<file path="src/rtl/half_div_meter_if.sv">
// Result bundle of the divided-clock meter: measured period/high time plus status flags.
// The meter drives it as master; any consumer attaches through the slave modport.
interface half_div_meter_if #(
  parameter int W = 8
);
  logic [W-1:0] ratio_x2;
  logic [W-1:0] high_x2;
  logic         meas_valid;
  logic         locked;
  logic         stalled;

  modport master (output ratio_x2, high_x2, meas_valid, locked, stalled);
  modport slave  (input  ratio_x2, high_x2, meas_valid, locked, stalled);
endinterface

</file>
<file path="src/rtl/half_div_meter.sv">
// Measures period and high time of a clk_in-derived divided clock in clk_in half-cycles,
// with lock (stable period) and stall (no rising edge) indication.
module half_div_meter #(
  parameter int W        = 8,
  parameter int LOCK_CNT = 4,
  parameter int TIMEOUT  = 200
) (
  input  logic              clk_in,
  input  logic              rst_n,
  input  logic              clk_div,
  half_div_meter_if.master  mif
);

  localparam logic [W-1:0] CNT_MAX   = '1;
  localparam logic [W-1:0] TIMEOUT_W = W'(TIMEOUT);
  localparam logic [3:0]   LOCK_MAX  = 4'(LOCK_CNT - 1);

  function automatic logic [W-1:0] sat_add(input logic [W-1:0] a, input logic [1:0] inc);
    logic [W:0] sum;
    sum = {1'b0, a} + {{(W-1){1'b0}}, inc};
    return sum[W] ? CNT_MAX : sum[W-1:0];
  endfunction

  logic         s_neg_q;
  logic         s_pos_q;
  logic [W-1:0] cnt_q,       cnt_d;
  logic [W-1:0] high_hold_q, high_hold_d;
  logic         armed_q,     armed_d;
  logic         vld_p0_q,    vld_p0_d;
  logic [W-1:0] period_p0_q, period_p0_d;
  logic [W-1:0] high_p0_q,   high_p0_d;
  logic [W-1:0] ratio_q,     ratio_d;
  logic [W-1:0] high_q,      high_d;
  logic         meas_q,      meas_d;
  logic         locked_q,    locked_d;
  logic         stalled_q,   stalled_d;
  logic [3:0]   match_q,     match_d;
  logic         prev_vld_q,  prev_vld_d;

  logic rise_a, rise_b, fall_a, fall_b, rise, stall_now;

  // Half-sample taken between posedges; the posedge half-sample is read straight off clk_div.
  always_ff @(negedge clk_in or negedge rst_n) begin
    if (!rst_n) s_neg_q <= 1'b0;
    else        s_neg_q <= clk_div;
  end

  // Triple ordering: p = s_pos_q (oldest), a = s_neg_q, b = clk_div (newest)
  always_comb begin
    rise_a    = ~s_pos_q &  s_neg_q;
    rise_b    = ~s_neg_q &  clk_div;
    fall_a    =  s_pos_q & ~s_neg_q;
    fall_b    =  s_neg_q & ~clk_div;
    rise      = rise_a | rise_b;
    stall_now = (cnt_q >= TIMEOUT_W);
  end

  always_comb begin
    cnt_d       = cnt_q;
    high_hold_d = high_hold_q;
    armed_d     = armed_q;
    vld_p0_d    = 1'b0;
    period_p0_d = period_p0_q;
    high_p0_d   = high_p0_q;
    ratio_d     = ratio_q;
    high_d      = high_q;
    meas_d      = 1'b0;
    locked_d    = locked_q;
    stalled_d   = stalled_q;
    match_d     = match_q;
    prev_vld_d  = prev_vld_q;

    // Stage p0: edge detection, half-cycle counting, measurement capture
    if (rise_a)      cnt_d = W'(1);
    else if (rise_b) cnt_d = '0;
    else             cnt_d = sat_add(cnt_q, 2'd2);

    // A fall at b after a rise at a belongs to the new pulse, which is one half-cycle old.
    if (fall_a)      high_hold_d = sat_add(cnt_q, 2'd1);
    else if (fall_b) high_hold_d = rise_a ? W'(1) : sat_add(cnt_q, 2'd2);

    if (rise) begin
      armed_d     = 1'b1;
      stalled_d   = 1'b0;
      period_p0_d = rise_a ? sat_add(cnt_q, 2'd1) : sat_add(cnt_q, 2'd2);
      high_p0_d   = fall_a ? sat_add(cnt_q, 2'd1) : high_hold_q;
      if (armed_q && !stall_now) begin
        vld_p0_d = 1'b1;
      end else if (stall_now) begin
        locked_d   = 1'b0;
        match_d    = '0;
        prev_vld_d = 1'b0;
      end
    end else if (stall_now) begin
      stalled_d  = 1'b1;
      armed_d    = 1'b0;
      locked_d   = 1'b0;
      match_d    = '0;
      prev_vld_d = 1'b0;
    end

    // Stage p1: publish measurement and update lock tracking
    if (vld_p0_q) begin
      ratio_d    = period_p0_q;
      high_d     = high_p0_q;
      meas_d     = 1'b1;
      prev_vld_d = 1'b1;
      if (prev_vld_q && (period_p0_q == ratio_q))
        match_d = (match_q == LOCK_MAX) ? match_q : 4'(match_q + 4'd1);
      else
        match_d = '0;
      locked_d = (match_d == LOCK_MAX);
    end
  end

  always_ff @(posedge clk_in or negedge rst_n) begin
    if (!rst_n) begin
      s_pos_q     <= 1'b0;
      cnt_q       <= '0;
      high_hold_q <= '0;
      armed_q     <= 1'b0;
      vld_p0_q    <= 1'b0;
      period_p0_q <= '0;
      high_p0_q   <= '0;
      ratio_q     <= '0;
      high_q      <= '0;
      meas_q      <= 1'b0;
      locked_q    <= 1'b0;
      stalled_q   <= 1'b0;
      match_q     <= '0;
      prev_vld_q  <= 1'b0;
    end else begin
      s_pos_q     <= clk_div;
      cnt_q       <= cnt_d;
      high_hold_q <= high_hold_d;
      armed_q     <= armed_d;
      vld_p0_q    <= vld_p0_d;
      period_p0_q <= period_p0_d;
      high_p0_q   <= high_p0_d;
      ratio_q     <= ratio_d;
      high_q      <= high_d;
      meas_q      <= meas_d;
      locked_q    <= locked_d;
      stalled_q   <= stalled_d;
      match_q     <= match_d;
      prev_vld_q  <= prev_vld_d;
    end
  end

  assign mif.ratio_x2   = ratio_q;
  assign mif.high_x2    = high_q;
  assign mif.meas_valid = meas_q;
  assign mif.locked     = locked_q;
  assign mif.stalled    = stalled_q;

endmodule

</file>
<file path="src/flat_wrapper.sv">
// flat-port wrapper written by rule: the top's interface ports become plain ports
module half_div_meter_flat 
#(
  parameter int W        = 8,
  parameter int LOCK_CNT = 4,
  parameter int TIMEOUT  = 200
)
  (clk_in, rst_n, clk_div, mif_ratio_x2, mif_high_x2, mif_meas_valid, mif_locked, mif_stalled);
  half_div_meter_if #(.W(W)) mif_i ();
  input  logic clk_in;
  input  logic rst_n;
  input  logic clk_div;
  output wire logic [$bits(mif_i.ratio_x2)-1:0] mif_ratio_x2;
  output wire logic [$bits(mif_i.high_x2)-1:0] mif_high_x2;
  output wire logic [$bits(mif_i.meas_valid)-1:0] mif_meas_valid;
  output wire logic [$bits(mif_i.locked)-1:0] mif_locked;
  output wire logic [$bits(mif_i.stalled)-1:0] mif_stalled;
  assign mif_ratio_x2 = mif_i.ratio_x2;
  assign mif_high_x2 = mif_i.high_x2;
  assign mif_meas_valid = mif_i.meas_valid;
  assign mif_locked = mif_i.locked;
  assign mif_stalled = mif_i.stalled;
  half_div_meter #(.W(W), .LOCK_CNT(LOCK_CNT), .TIMEOUT(TIMEOUT)) u_core (.clk_in(clk_in), .rst_n(rst_n), .clk_div(clk_div), .mif(mif_i));
endmodule
</file>
<file path="config.mk">
export PLATFORM = sky130hd
export DESIGN_NAME = half_div_meter_flat
export DESIGN_NICKNAME = d
export VERILOG_FILES = /design/src/rtl/half_div_meter_if.sv /design/src/rtl/half_div_meter.sv /design/src/flat_wrapper.sv
export SDC_FILE = /design/constraint.sdc
export NUM_CORES = 1
export LEC_CHECK = 0
export CAP_MARGIN = 20
export CELL_PAD_IN_SITES_DETAIL_PLACEMENT = 1
export CELL_PAD_IN_SITES_GLOBAL_PLACEMENT = 1
export CORE_MARGIN = 8
export CORE_UTILIZATION = 30
export DETAILED_ROUTE_END_ITERATION = 7
export PLACE_DENSITY = 0.61
export SKIP_LAST_GASP = 1
export SLEW_MARGIN = 10
export SYNTH_ARGS = -nofsm -noshare
export SYNTH_HDL_FRONTEND = slang
export SYNTH_SLANG_ARGS = --single-unit
export TNS_END_PERCENT = 10
</file>
<file path="constraint.sdc">
create_clock -name clk_in -period 4 [get_ports clk_in]
set_clock_uncertainty 0.05 [all_clocks]
set_input_delay 1.2 -clock clk_in [delete_from_list [all_inputs] [get_ports clk_in]]
set_output_delay 1.2 -clock clk_in [all_outputs]
set_load 0.05 [all_outputs]
</file>
==> results of run 1 <==
## layer usage
| metal | share of wire [%] | GRT usage (%) |
|---|---|---|
| met3 | 3.1 | 3.00 |
| met5 | 0 | 0 |
| met4 | 1.7 | 5.10 |
| met1 | 48 | 16.3 |
| met2 | 47 | 19.8 |
## final cells by class
| cell class | instances | area [um^2] | share of cell area (%) |
|---|---|---|---|
| Clock buffer | 12 | 155 | 4.39 |
| Clock inverter | 4 | 47.5 | 1.35 |
| Inverter | 7 | 26.3 | 0.744 |
| Multi-Input combinational cell | 198 | 1360 | 38.6 |
| Sequential cell | 60 | 1500 | 42.5 |
| Tap cell | 133 | 166 | 4.71 |
| Timing Repair Buffer | 30 | 273 | 7.73 |
## path summary, 6_finish.rpt
kind	startpoint	end	slack, ns	cells after the start
setup / recovery	u_core.s_neg_q	u_core.high_hold_q[1]	0.33	4
hold / removal	u_core.armed_q	u_core.armed_q	0.43	2
setup reg to reg	u_core.s_neg_q	u_core.high_hold_q[1]	0.33	4
hold reg to reg	u_core.armed_q	u_core.armed_q	0.43	2
max in group asynchronous	rst_n	u_core.s_neg_q	1.26	1
min in group asynchronous	rst_n	u_core.high_hold_q[3]	1.02	2
## cells in the mapped netlist, drive strengths merged (2+ instances only)
cell type  number
dfrtp          59
nor3            4
a32oi           3
o31a            2
o22ai           4
or2             2
a21oi          12
nand4           2
and3            3
nor2           28
a31oi           5
o211ai          5
nor3b           2
nand2          27
mux2           16
a21o            4
mux2i           2
o21ai          14
o311ai          2
a221o           2
clkbuf          5
nor4            3
nand3          10
o31ai           3
inv             7
nand3b          2
nor2b           4
ha              4
buf            13
nand2b          3
o221ai          9
xnor2           9
## power groups by stage
stage          clock network, mW  logic (mW)  registers, mW
2_1_floorplan                  0       0.188          0.857
3_3_place_gp                   0       0.411          0.769
3_5_place_dp                   0       0.417          0.776
4_1_cts                    0.578       0.419          0.765
5_1_grt                    0.603       0.445          0.777
6_report                   0.561       0.412          0.762
## registers in the layout (all words and copies together) (netlist names), 4 cells and up
register,cells
u_core.cnt_q,8
u_core.high_hold_q,8
u_core.high_p0_q,8
u_core.mif.high_x2,8
u_core.mif.ratio_x2,8
u_core.period_p0_q,8
u_core.match_q,4
## worst register-to-register path: stages, from the launching register on
cell      delay [ns]
dfrtn_1         0.72
nand2b_1        0.44
nand2b_1        0.10
o31ai_1         0.10
o22ai_1         0.15
## through the flow
step / cell area (um^2) / instances
2_1_floorplan: 3020 / 283
3_3_place_gp: 3330 / 428
3_5_place_dp: 3330 / 428
4_1_cts: 3530 / 444
5_1_grt: 3530 / 444
6_report: 3530 / 444
## logic make-up (layout without fill, tap and decap cells)
family                   count (synthesis)  in the layout  share of synthesized area, %
adder cells (fa/ha/maj)                  4              4                          1.66
AO/OA/AOI/OAI                           71             71                          16.7
XOR/XNOR                                10             10                          2.90
AND/OR/NAND/NOR                         95             95                          17.2
buffers and inverters                   25             53                          5.18
multiplexers                            18             18                          6.63
flip-flops                              60             60                          49.7
==> key figures, run 1 <==
Die
  – Rows: 36
  – Core area: 9770 um^2
  – Initial Util: 30.9%
  – Die X-Extent: 116 um
  – Die height: 116 um
  – # IOs: 22
  – Die area: 13,500 um^2

Power and ir drop
  – Sw Ratio: 33.3%
  – Logic pwr share: 23.7%
  – Final Total Pwr: 1.73 mW
  – Clock power share: 32.3%
  – Sequential Power Share: 43.9%
  – Pwr per Cell Area: 491 nW/um^2
  – Max VDD drop: 0.150 mV
  – Int Power: 1.16 mW
  – LEAKAGE: 1.46 nW
  – Net Sw Power: 0.577 mW

Finish
  – Ant diodes: 0
  – Fillcell total: 1,118
  – Layout Nets: 313
  – Final Core Density: 36.1%
  – P&R area growth vs syn: 16.9%
  – Layout cells sized above 1: 17.7%
  – Most common cell after layout, fill and taps aside: dfrtp_1
  – Commonest non-fill, non-tap cells in the layout: dfrtp_1, nand2_1, nor2_1

Detailed routing
  – First-iteration detailed-routing DRC count: 114
  – DRT Wirelength: 7.69 mm
  – Wirelength per Cell: 17.3 um
  – TritonRoute pass-1 iters: 4
  – Via count: 2,247
  – DR vias/cell: 5.06
  – Drt drc: 0
  – Post-route ant nets: 0

Timing
  – Number of max-slew violations in the final report: 0
  – Setup violations, final: 0
  – Hold WS: 0.429 ns
  – Rel. slew slack: 39.7%
  – Worst-margin pin slew: 0.905 ns
  – RSZ-0062 raised after global routing: false
  – Final setup margin: 0.328 ns
  – Final Hold Viols: 0
  – Setup TNS: 0 ns

Synth
  – Flops & latches, synth: 60
  – Yosys warning total: 0
  – Ys async rst share: 100%
  – Sequential element share of the synthesized area: 49.7%
  – EDFF count, synth: 0
  – Top-area cell type share of the netlist area: 48.9%
  – Mapped cell area: 3020 um^2
  – Ys flop type: dfrtp_1
  – Cell count after synthesis: 283
  – Synthesized net count: 290
  – Syn Area/Cell: 10.7 um^2
  – Largest cells by area after synthesis: dfrtp_1, mux2_2, nand2_1, nor2_1, o221ai_1
  – Yosys top cell by area: dfrtp_1
  – Netlist cell types: 60

CTS
  – Num Clock Sinks: 60
  – Later-pin clock latency in the skew report: 0.34 ns
  – H-tree depth: 3
  – Clock-pin slew on the worst setup and hold paths: 0.07 ns
  – Post-cts hold buffer count: 0
  – Post-CTS Setup Bufs: 0
  – CTS max path bufs: 2
  – # resized after CTS: 0
  – Root buffer selected by CTS: clkbuf_8
  – Total CTS buffers: 9
  – CTS tree: built

Job
  – Max-cap viol count: 0

Critical path
  – CP arrival: 3.83 ns
  – CP max FO: 17
  – CP top delay family: flip-flops
  – Buf/Inv on CP: 0
  – Crit-path cells: nand2b_1 -> nand2b_1 -> o31ai_1 -> o22ai_1
  – Most common cell type on the critical path: nand2b_1
  – Startpoint Class: flop
  – Critical-path top delay cell: dfrtn_1
  – Critical path class: flop to flop
  – WP data required: 4.16 ns
  – Worst setup EP type: flop
  – Slowest cell delay on critical path: 0.72 ns

Place
  – Post-DP HPWL: 5.56 mm
  – IO buf count: 21
  – RD Place Congestion: 0.788
  – DP Worst Slack: 0.149 ns

GRT
  – Total Routing Usage GR: 12.6%
  – Largest net degree at the start of global routing: 60
  – Vias in the first global route: 2,427
  – First-pass GRT wire length: 13.0 mm
  – Antenna violations before repair: 0
  – Total gr overflow: 0

Min path
  – Hold WC Path Type: flop to flop

Outcome
  – Outcome: finished clean
Note: power is estimated with default switching activity, not from simulation.
==> run 2: changes to the inputs <==
==> constraint.sdc (replaced) <==
create_clock -name clk_in -period 4 [get_ports clk_in]
set_clock_uncertainty 0.05 [all_clocks]
set_input_delay 0.4 -clock clk_in [delete_from_list [all_inputs] [get_ports clk_in]]
set_output_delay 0.4 -clock clk_in [all_outputs]
set_load 0.05 [all_outputs]
==> key figures, run 2 (same netlist as run 1, synthesis figures left out) <==
Critical path
  – Reg2reg start: u_core.s_neg_q
  – Worst setup startpoint: u_core.s_neg_q
  – Startpoint Class: flop
  – Critical path class: flop to flop
  – CP arrival: 3.84 ns (about the same)
  – Worst setup EP type: flop
  – CP max FO: 17 (unchanged)
  – WP data required: 4.16 ns (about the same)

CTS
  – Post-CTS Setup Bufs: 0 (unchanged)
  – Num Clock Sinks: 60 (unchanged)
  – Later-pin clock latency in the skew report: 0.35 ns (about the same)
  – Clock-pin slew on the worst setup and hold paths: 0.07 ns (about the same)
  – H-tree depth: 3 (unchanged)
  – Total CTS buffers: 9 (unchanged)
  – # resized after CTS: 0 (unchanged)
  – CTS max path bufs: 2 (unchanged)
  – CTS tree: built
  – Post-cts hold buffer count: 0 (unchanged)
  – Root buffer selected by CTS: clkbuf_8

Finish
  – Non-Filler Instances: 444 (unchanged)
  – Layout cells sized above 1: 17.7% (unchanged)
  – Commonest non-fill, non-tap cells in the layout: dfrtp_1, nand2_1, nor2_1
  – Ant diodes: 0 (unchanged)
  – P&R area growth vs syn: 16.2%
  – Most common cell after layout, fill and taps aside: dfrtp_1
  – Layout Nets: 313 (unchanged)

GRT
  – Vias in the first global route: 2,320 (-4.4%)
  – First-pass GRT wire length: 13.0 mm (-0.11%)
  – Total gr overflow: 0 (unchanged)
  – Antenna violations before repair: 0 (unchanged)
  – Total Routing Usage GR: 12.8% (+0.16 points)
  – Largest net degree at the start of global routing: 60 (unchanged)

Timing
  – Rel. slew slack: 44.4% (+4.8 points)
  – Setup TNS: 0 ns (unchanged)
  – Worst-margin pin slew: 0.834 ns (-0.0716 ns)
  – Final Hold Viols: 0 (unchanged)
  – Number of max-slew violations in the final report: 0 (unchanged)
  – Setup violations, final: 0 (unchanged)
  – RSZ-0062 raised after global routing: false
  – Hold WS: 0.225 ns (-0.204 ns)

Power and ir drop
  – LEAKAGE: 1.46 nW (-0.38%)
  – Clock power share: 29.8% (-2.5 points)
  – Final Total Pwr: 1.68 mW (-3.3%)
  – Logic pwr share: 24.6% (+0.9 points)
  – Sw Ratio: 34.8% (+1.5 points)
  – Net Sw Power: 0.584 mW (+1.1%)
  – Int Power: 1.09 mW (-5.6%)
  – Pwr per Cell Area: 478 nW/um^2 (-2.7%)
  – Max VDD drop: 0.184 mV (+23%)
  – Sequential Power Share: 45.6% (+1.7 points)

Detailed routing
  – Post-route ant nets: 0 (unchanged)
  – DRT Wirelength: 7.76 mm (+0.83%)
  – First-iteration detailed-routing DRC count: 196 (+72%)
  – DR vias/cell: 5.09 (+0.53%)
  – TritonRoute pass-1 iters: 4 (unchanged)
  – Drt drc: 0 (unchanged)
  – Wirelength per Cell: 17.5 um (+0.83%)
  – Via count: 2,259 (+0.53%)

Place
  – Placed insts: 428 (unchanged)
  – RD Place Congestion: 0.820 (+4.1%)
  – IO buf count: 21 (unchanged)
  – Post-DP HPWL: 5.67 mm (+1.9%)

Die
  – Rows: 36 (unchanged)
  – Die height: 116 um (unchanged)
  – Die X-Extent: 116 um (unchanged)
  – Initial Util: 30.9% (unchanged)
  – # IOs: 22 (unchanged)
  – Core area: 9770 um^2 (unchanged)
  – Die area: 13,500 um^2 (unchanged)

Job
  – Max-cap viol count: 0 (unchanged)

Min path
  – Hold WC Path Type: input pin to async pin

Outcome
  – Outcome: finished clean
run 2: worst paths after layout:
kind	to	slack, ns	cells after the start
min reg2reg	u_core.armed_q	0.43	2
min	u_core.mif.meas_valid	0.22	2
min in group clk_in	u_core.armed_q	0.43	2
max reg2reg	u_core.cnt_q[5]	0.32	4
max	u_core.cnt_q[5]	0.32	4
max in group asynchronous	u_core.s_neg_q	2.06	1
run 2: layer usage:
metal  vias to the layer above  wire length [um]  GRT usage, %
met5                         -                 0             0
met4                         0               131          5.53
met3                         9               455          3.93
met2                        51              3490          19.5
met1                      1122              3670          16.3
li1                       1077                 -             -
run 2: power by group through the flow:
stage | clock network (mW) | registers, mW | logic (mW)
6_report | 0.500 | 0.764 | 0.413
3_3_place_gp | 0 | 0.773 | 0.412
3_5_place_dp | 0 | 0.777 | 0.417
5_1_grt | 0.546 | 0.779 | 0.447
2_1_floorplan | 0 | 0.857 | 0.188
4_1_cts | 0.520 | 0.766 | 0.419
run 2: metrics by stage:
step	util (%)	area [um^2]	setup slack [ns]
3_3_place_gp	34.1	3330	0.374
5_1_grt	35.9	3510	0.181
2_1_floorplan	-	3020	0.638
6_report	35.9	3510	0.321
4_1_cts	35.9	3510	0.335
3_5_place_dp	34.1	3330	0.335
run 2: layout make-up:
cell class,count,area [um^2]
Multi-Input combinational cell,198,1360
Clock inverter,4,23.8
Tap cell,133,166
Fill cell,1110,6270
Sequential cell,60,1500
Timing Repair Buffer,30,273
Inverter,7,26.3
Clock buffer,12,155
run 2: critical path: stages, from the launching register on:
cell and delay, ns:
dfrtn_1 0.70, or2b_1 0.31, nand2_1 0.23, buf_4 0.21, nor2_1 0.06
